### src/rtl/garage_occupancy_counter_pkg.sv
// Shared definitions for the garage occupancy counter:
// gate FSM encodings, default count width and a width helper.
package garage_occupancy_counter_pkg;

    typedef enum logic [1:0] {
        GATE_IDLE = 2'd0,
        GATE_OPEN = 2'd1,
        GATE_HOLD = 2'd2
    } gate_state_e;

    localparam int CNT_W_DEF = 6;
    localparam int GATE_IN   = 0;
    localparam int GATE_OUT  = 1;

    // Bits needed to hold values 0..n-1 (at least one bit).
    function automatic int cnt_width(input int n);
        return (n > 1) ? $clog2(n) : 1;
    endfunction

endpackage

### src/rtl/garage_occupancy_counter_debounce.sv
// Sensor front end: 2-flop synchroniser, level debounce
// and a one-cycle pulse on each accepted rising level.
module garage_occupancy_counter_debounce
    import garage_occupancy_counter_pkg::*;
#(
    parameter int DEBOUNCE_CYCLES = 4
) (
    input  logic clk,
    input  logic reset,
    input  logic sensor_raw,
    output logic level,
    output logic arrival
);

    localparam int DW = cnt_width(DEBOUNCE_CYCLES);
    localparam logic [DW-1:0] RUN_LAST = DW'(DEBOUNCE_CYCLES - 1);

    logic          sync1_q;
    logic          sync2_q;
    logic          level_q;
    logic          level_d;
    logic          level_prev_q;
    logic [DW-1:0] run_q;
    logic [DW-1:0] run_d;

    // run_q counts consecutive samples that disagree with the accepted level.
    always_comb begin
        level_d = level_q;
        run_d   = '0;
        if (sync2_q != level_q) begin
            if (run_q == RUN_LAST) begin
                level_d = ~level_q;
            end else begin
                run_d = run_q + 1'b1;
            end
        end
    end

    always_ff @(posedge clk) begin
        if (reset) begin
            sync1_q      <= 1'b0;
            sync2_q      <= 1'b0;
            level_q      <= 1'b0;
            level_prev_q <= 1'b0;
            run_q        <= '0;
        end else begin
            sync1_q      <= sensor_raw;
            sync2_q      <= sync1_q;
            level_q      <= level_d;
            level_prev_q <= level_q;
            run_q        <= run_d;
        end
    end

    assign level   = level_q;
    assign arrival = level_q & ~level_prev_q;

endmodule

### src/rtl/garage_occupancy_counter.sv
// Garage occupancy counter: debounced entry/exit sensors, per-gate
// barrier FSMs and a saturating car count with full/empty status.
module garage_occupancy_counter
    import garage_occupancy_counter_pkg::*;
#(
    parameter int CNT_W           = CNT_W_DEF,
    parameter int CAPACITY        = 50,
    parameter int DEBOUNCE_CYCLES = 4,
    parameter int GATE_CYCLES     = 8
) (
    input  logic             clk,
    input  logic             reset,
    input  logic             entry_sensor,
    input  logic             exit_sensor,
    output logic [CNT_W-1:0] count,
    output logic             full,
    output logic             empty,
    output logic             gate_in_open,
    output logic             gate_out_open,
    output logic             entry_denied
);

    localparam int TW = cnt_width(GATE_CYCLES);
    localparam logic [TW-1:0]    T_LOAD = TW'(GATE_CYCLES - 1);
    localparam logic [CNT_W-1:0] CAP    = CNT_W'(CAPACITY);

    logic [1:0]       sens_raw;
    logic [1:0]       db_lvl;
    logic [1:0]       db_arr;
    logic [1:0]       start;
    logic [1:0]       gate_go;
    logic             in_acc;
    logic             out_acc;

    gate_state_e      state_q [2];
    gate_state_e      state_d [2];
    logic [TW-1:0]    timer_q [2];
    logic [TW-1:0]    timer_d [2];

    logic [CNT_W-1:0] count_q;
    logic [CNT_W-1:0] count_d;
    logic             full_q;
    logic             full_d;
    logic             empty_q;
    logic             empty_d;
    logic             deny_q;
    logic             deny_d;

    assign sens_raw = {exit_sensor, entry_sensor};

    for (genvar s = 0; s < 2; s++) begin : g_sensor
        garage_occupancy_counter_debounce #(
            .DEBOUNCE_CYCLES(DEBOUNCE_CYCLES)
        ) u_db (
            .clk       (clk),
            .reset     (reset),
            .sensor_raw(sens_raw[s]),
            .level     (db_lvl[s]),
            .arrival   (db_arr[s])
        );
    end

    // A same-cycle exit frees the slot the entering car needs.
    always_comb begin
        start[GATE_IN]  = db_arr[GATE_IN]  && (state_q[GATE_IN]  == GATE_IDLE);
        start[GATE_OUT] = db_arr[GATE_OUT] && (state_q[GATE_OUT] == GATE_IDLE);
        out_acc = start[GATE_OUT] && (count_q != '0);
        in_acc  = start[GATE_IN] && ((count_q < CAP) || out_acc);
        deny_d  = start[GATE_IN] && !in_acc;
        gate_go = {start[GATE_OUT], in_acc};
        count_d = count_q;
        if (in_acc && !out_acc) begin
            count_d = count_q + 1'b1;
        end else if (out_acc && !in_acc) begin
            count_d = count_q - 1'b1;
        end
        full_d  = (count_d == CAP);
        empty_d = (count_d == '0);
    end

    for (genvar g = 0; g < 2; g++) begin : g_gate
        always_comb begin
            state_d[g] = state_q[g];
            timer_d[g] = timer_q[g];
            unique case (state_q[g])
                GATE_IDLE: begin
                    if (gate_go[g]) begin
                        state_d[g] = GATE_OPEN;
                        timer_d[g] = T_LOAD;
                    end
                end
                GATE_OPEN: begin
                    if (timer_q[g] == '0) begin
                        state_d[g] = db_lvl[g] ? GATE_HOLD : GATE_IDLE;
                    end else begin
                        timer_d[g] = timer_q[g] - 1'b1;
                    end
                end
                GATE_HOLD: begin
                    if (!db_lvl[g]) begin
                        state_d[g] = GATE_IDLE;
                    end
                end
                default: begin
                    state_d[g] = GATE_IDLE;
                    timer_d[g] = '0;
                end
            endcase
        end

        always_ff @(posedge clk) begin
            if (reset) begin
                state_q[g] <= GATE_IDLE;
                timer_q[g] <= '0;
            end else begin
                state_q[g] <= state_d[g];
                timer_q[g] <= timer_d[g];
            end
        end
    end

    always_ff @(posedge clk) begin
        if (reset) begin
            count_q <= '0;
            full_q  <= 1'b0;
            empty_q <= 1'b1;
            deny_q  <= 1'b0;
        end else begin
            count_q <= count_d;
            full_q  <= full_d;
            empty_q <= empty_d;
            deny_q  <= deny_d;
        end
    end

    assign count         = count_q;
    assign full          = full_q;
    assign empty         = empty_q;
    assign entry_denied  = deny_q;
    assign gate_in_open  = (state_q[GATE_IN]  != GATE_IDLE);
    assign gate_out_open = (state_q[GATE_OUT] != GATE_IDLE);

endmodule

### config.mk
export PLATFORM = sky130hd
export DESIGN_NAME = garage_occupancy_counter
export DESIGN_NICKNAME = d
export VERILOG_FILES = /design/src/rtl/garage_occupancy_counter_pkg.sv /design/src/rtl/garage_occupancy_counter_debounce.sv /design/src/rtl/garage_occupancy_counter.sv
export SDC_FILE = /design/constraint.sdc
export NUM_CORES = 1
export LEC_CHECK = 0
export CAP_MARGIN = 25
export CORE_MARGIN = 4
export CORE_UTILIZATION = 46
export DETAILED_ROUTE_END_ITERATION = 8
export HOLD_SLACK_MARGIN = 0.06
export PLACE_DENSITY = 0.66
export SYNTH_ARGS = -nofsm -noshare
export SYNTH_HDL_FRONTEND = slang
export SYNTH_SLANG_ARGS = --single-unit
### constraint.sdc
create_clock -name clk -period 6.33 [get_ports clk]
set_clock_uncertainty 0.05 [all_clocks]
set_input_delay 1.266 -clock clk [delete_from_list [all_inputs] [get_ports clk]]
set_output_delay 1.266 -clock clk [all_outputs]
set_load 0.01 [all_outputs]
Yosys cells after proc, flatten, opt, wreduce, memory -nomap -nowiden
Memory sizes are Yosys's and may differ from the RTL's.
Cells that the tools add are included.
Storage, ports and cells
  bits in registers: 21
  input port bits: 4
  memories kept: 2
  memory bits (writable): 10
  logic and storage cells: 91
  output and inout port bits: 11
Operators by class
  equal/unequal tests: 9
  reduce and logical (&&, ||, !) cells: 22
  bitwise gates (word level): 12
  add/subtract/negate cells: 6
  $lt $le $gt $ge: 1
  muxes and demuxes: 25
Memories
  timer_q: depth 2, width 3, read ports 2, clocked after Yosys merged registers in 0, wr ports 2, line garage_occupancy_counter.sv:37  | logic [TW-1:0] timer_q [2];
  state_q: depth 2, width 2, read ports 2, clocked after Yosys merged registers in 0, wr ports 2, line garage_occupancy_counter.sv:35  | gate_state_e state_q [2];
Operators with widths (number)
  2-to-1 mux 2 bit: 10
  2-to-1 mux 3 bit: 6
  one-hot mux 3 bit (3 select lines): 2
  2-to-1 mux 6 bit: 2
  one-hot mux 2 bit (3 select lines): 2
  equality test 2 bit (second input constant): 4
  logical AND 1 bit: 7
  adder 6 x 1 -> 6 bit (second input constant): 1
  equality test 6 bit (second input constant): 1
  zero test 3 bit: 2
  zero test 6 bit: 1
  less-than comparator 6 bit (second input constant): 1
  NOT 1 bit: 6
  nonzero test 6 bit: 1
  OR reduction 3 bit: 2
  subtractor 3 x 1 -> 3 bit (second input constant): 2
  subtractor 6 x 1 -> 6 bit (second input constant): 1
  adder 2 x 1 -> 2 bit (second input constant): 2
  equality test 2 x 1 -> 1 bit (second input constant): 2
  zero test 2 bit: 2
  OR 1 bit: 4
  AND reduction 2 bit: 2
  nonzero test 2 bit: 2
  2-to-1 mux 1 bit: 3
  other kinds (4): 7

Depth between registers and ports, before layout
  depth after elaboration: 11
  depth in mapped cells: 8
  gate-level depth less buffers: 8

Cells and area by module
From an unflattened synthesis, not the netlist that was laid out.
Unflattened totals
  cell total of the unflattened synthesis: 170
  area, all modules: 1576.5 um2
Modules (own cells, without submodules)
  garage_occupancy_counter: times used 1, area an instance 1173.6 um2, cells an instance 138, sequential area each 380.4 um2
  garage_occupancy_counter_debounce: times used 2, area an instance 201.4 um2, cells an instance 16, sequential area each 120.1 um2

Least setup slack after synthesis
No wires, ideal clock.
  path kind: register to register
  start point: reg count_q[0] (netlist: count[0])
  end point: reg full_q (netlist: full)
  setup time: 61 ps
  data arrival time: 2196 ps
  required time: 6219 ps
  buffers on the path: 0
  cell stages (with the launch flop): 9
  period minus slack after synthesis: 2307 ps
  setup slack: 4023 ps
  cells stage by stage: dfxtp_1 -> inv_1 -> ha_1 -> or3b_4 -> o21ai_2 -> nor2_2 -> or4_4 -> a31oi_4 -> and4bb_1
Between the ends
  longest elaborated chain between the ends: 9
  elaborated cells between the ends (all ways): 14
  those cells by class: add/sub (2); order compare (1); eq/ne (1); mux (2); reduce/logical (8)
Ends and longest elaborated chain
  start: declaration: line garage_occupancy_counter.sv:40  | logic [CNT_W-1:0] count_q;
  start signal: assignment: line garage_occupancy_counter.sv:129  | count_q <= count_d;
  branches (longest 7 deep; another with less-than comparator 6 bit)
  2-to-1 mux 6 bit *: line garage_occupancy_counter.sv:72  | if (in_acc && !out_acc) begin
  equality test 6 bit *: line garage_occupancy_counter.sv:77  | full_d = (count_d == CAP);
  end signal: assignment: line garage_occupancy_counter.sv:130  | full_q <= full_d;
  end: declaration: line garage_occupancy_counter.sv:42  | logic full_q;
Mark *: on every way between the ends.
A chain may end at the register's enable or synchronous reset.

Worst setup path after layout
  start point: reg count_q[2] (netlist: count[2])
  end point: out count[2]
RTL lines
  end: declaration: line garage_occupancy_counter.sv:15  | output logic [CNT_W-1:0] count,
No word-level cell between the ends.

==> results_dict.tcl <==
set metrics [dict create \
    status "finished clean" \
    min_path_type "register to register" \
    maxcap_violations 0 \
    yosysSeqAreaShare_pct 40.0 \
    fin_setup_tns_ns 0 \
    synth_top_family_by_area "simple AND/OR/NAND/NOR gates" \
    reg2regPathDepth 8 \
    timing.rr.start "count[0]" \
    worstPathBufferInverterCount 1 \
    slew_viol_final 0 \
    floorplan.die.width_um 66.1 \
    finalPower_w 0.000395 \
    synth.ff_latch_count 31 \
    synthAdderAreaFrac_pct 7.26 \
    synth_xor_xnor_area_share_pct 3.39 \
    post_cts_buffers 0 \
    min_path_cells 1 \
    initial_core_util_pct 49.6 \
    via_per_inst 5.29 \
    crit_family "buffers and inverters" \
    numCtsBuffers 5 \
    drc_errors 0 \
    critPathRequiredTime_ns 5.01 \
    detailedPlacementHpwl_mm 2.00 \
    cts_max_path_buffers 2 \
    post_synth_main_area_contributors "dfxtp_1, ha_1, nor2b_1, nor2_1, inv_1" \
    tritoncts_clock_tree "done" \
    boundaryPins 15 \
    grt_max_degree 28 \
    routed_wirelength_mm 2.82 \
    number_of_hold_violations_in_the_final_report 0 \
    dp_worst_setup_slack_ns 3.34 \
    die-area_um2 4360 \
    synth-edff-count 0 \
    cts_resized 0 \
    gp_routability_congestion 0.763 \
    layout-drive-gt1-share_pct 8.51 \
    setup.worst_path.end_class "output pin" \
    grt_overflow 0 \
    synth_simple_gate_area_share_pct 27.7 \
    synth_nets 186 \
    antenna_left 0 \
    clkSinkCount 31 \
    leakage_nw 0.688 \
    crit_path_cell_trace "clkdlybuf4s50_1" \
    synth.cells.most_frequent "dfxtp_1, nor2_1, nor2b_1" \
    worst_rel_slew_slack_pct 36.9 \
    synth-compound-area-share_pct 13.8 \
    yosysWarningCount 0 \
    share_of_synthesized_registers_carrying_an_async_set_or_reset_pct 0 \
    worst_path_cell_with_the_longest_stage_delay "clkdlybuf4s50_1" \
    core_um2 3130 \
    crit_path_max_incr_delay_ns 0.63 \
    num_antenna_cells 0 \
    area_growth_syn_to_layout_pct 16.9 \
    first_global_vias 1204 \
    grt_pass1_wl_mm 5.02 \
    clock.fmax_ghz 0.347 \
    worstReg2RegEnd "full" \
    first_pass_iters 4 \
    post-synth-top-count-cell "dfxtp_1" \
    power_density_nw_per_um2 218 \
    port-buffer-count 14 \
    routedWlPerCell_um 12.2 \
    avgSynthCellArea_um2 8.96 \
    tightest_pin_transition_ns 0.944 \
    data_arrival_critical_path_ns 1.57 \
    synthDominantCellAreaShare_pct 40.0 \
    reg2reg_setup_slack_ns 3.78 \
    insertion_delay_of_the_later_clocked_pin_in_the_worst_skew_pair_ns 0.34 \
    via_count 1227 \
    worst_voltage_drop_across_the_vdd_grid_mv 0.143 \
    clockRootBuffer "clkbuf_4" \
    fillCellCount 295 \
    die_h_um 66.1 \
    yosys-mux-area-fraction_pct 2.66 \
    postSynth.topFlopCell "dfxtp_1" \
    synth_cells 173 \
    rows 20 \
    hold_ws_ns 0.373 \
    grt_antenna_before_repair 0 \
    cts_hold_buf 0 \
    critical_path.startpoint_type "register" \
    crit_type "register to output pin" \
    fin_crit_ns 2.88 \
    postLayoutSetupSlackWorst_ns 3.45 \
    hold_path.startpoint "g_sensor[0].u_db.run_q[0]" \
    hold-path-endpoint "g_sensor[0].u_db.run_q[0]" \
    first_iter_violations 66 \
    clkSlewWorstSetupHoldPaths_ns 0.10 \
    worst-path-max-fanout 13 \
    yosysUniqueCellTypes 47 \
    finish.net_count 200 \
    final-setup-viol-count 0 \
    htree_num_levels 2 \
    synthDominantAreaCellType "dfxtp_1" \
    grt_use_total_pct 14.9 \
    final_worst_path_period_share_pct 45.6 \
    grt_setup_unrepaired "false" \
    synth_area_um2 1550 \
]
-- cell usage in the layout, fill, tap and decap left out, types with 3 or more instances in the layout --
cell / count
nand4_1: 3
nor3_1: 8
nor2_1: 22
dfxtp_1: 31
a21oi_1: 7
clkbuf_4: 5
o21ai_0: 4
xnor2_1: 4
nor2b_1: 14
o21a_1: 4
ha_1: 9
inv_1: 12
clkdlybuf4s50_1: 14
mux2i_1: 3
nand2_1: 7
nand3_1: 3
-- flip-flops by register name, summed over array words and instances, names as in the netlist --
register and cells:
count 6, empty 1, entry_denied 1, full 1, g_sensor.u_db.level 2, g_sensor.u_db.level_prev_q 2
g_sensor.u_db.run_q 4, g_sensor.u_db.sync1_q 2, g_sensor.u_db.sync2_q 2, state_q 4, timer_q 6
-- power breakdown --
group,switching (W),internal [W],leakage (nW)
Clock,0.0000682,0.000123,0.0525
Sequential,0.000000621,0.000196,0.251
Combinational,0.00000336,0.00000303,0.385
Total,0.0000722,0.000323,0.688
-- worst reg2reg max path: cells and delay by family (launching register included) --
family / cells / cell delay, ns
AND/OR/NAND/NOR: 4 / 1.21
AO/OA/AOI/OAI: 2 / 0.51
flip-flops: 1 / 0.42
buffers and inverters: 1 / 0.16
adder cells (fa/ha/maj): 1 / 0.15
-- worst max path at each step --
stage / from / end / slack (ns) / cells after the start
after global routing: count[2] / count[2] / 3.37 / 1
after CTS: state_q[1][0] / gate_out_open / 3.45 / 3
after floorplan: count[0] / full / 4.02 / 8
final: count[2] / count[2] / 3.45 / 1
after global placement: reset / g_sensor[0].u_db.run_q[1] / 3.38 / 3
after detailed placement: reset / g_sensor[0].u_db.run_q[1] / 3.34 / 3
-- area by class of cell --
cell class | count | area [µm²] | share of cell area (%)
multi-input combinational | 123 | 850 | 46.9
sequential | 31 | 621 | 34.3
timing repair buffer | 14 | 140 | 7.73
clock inverter | 2 | 60.1 | 3.31
tap | 44 | 55.1 | 3.04
inverter | 12 | 45.0 | 2.49
clock buffer | 6 | 41.3 | 2.28
-- per-layer routing --
metal  share of wire, %  global-route usage (%)  vias up  wire [µm]
li1                   -                       -      621          -
met1                 49                    17.8      577       1370
met2                 46                    24.3       22       1290
met3                3.8                    4.08        7        106
met4                1.8                    7.87        0         50
met5                  0                       0        -          0
-- cell families (layout without fill, tap and decap cells) --
| kind of cell | count (synthesis) | count (layout) |
|---|---|---|
| adders and majority gates | 9 | 9 |
| muxes | 4 | 4 |
| DFF | 31 | 31 |
| AOI/OAI and AO/OA | 29 | 29 |
| and+or+nand+nor | 75 | 75 |
| xor gates and xnor gates | 6 | 6 |
| buffers and inverters | 19 | 34 |
-- stage by stage --
step / util [%] / cell area, µm² / cells
after floorplan: - / 1550 / 173
after global placement: 54.7 / 1710 / 224
after detailed placement: 54.7 / 1710 / 224
after CTS: 57.9 / 1810 / 232
after global routing: 57.9 / 1810 / 232
final: 57.9 / 1810 / 232
(Power assumes the default switching activity.)
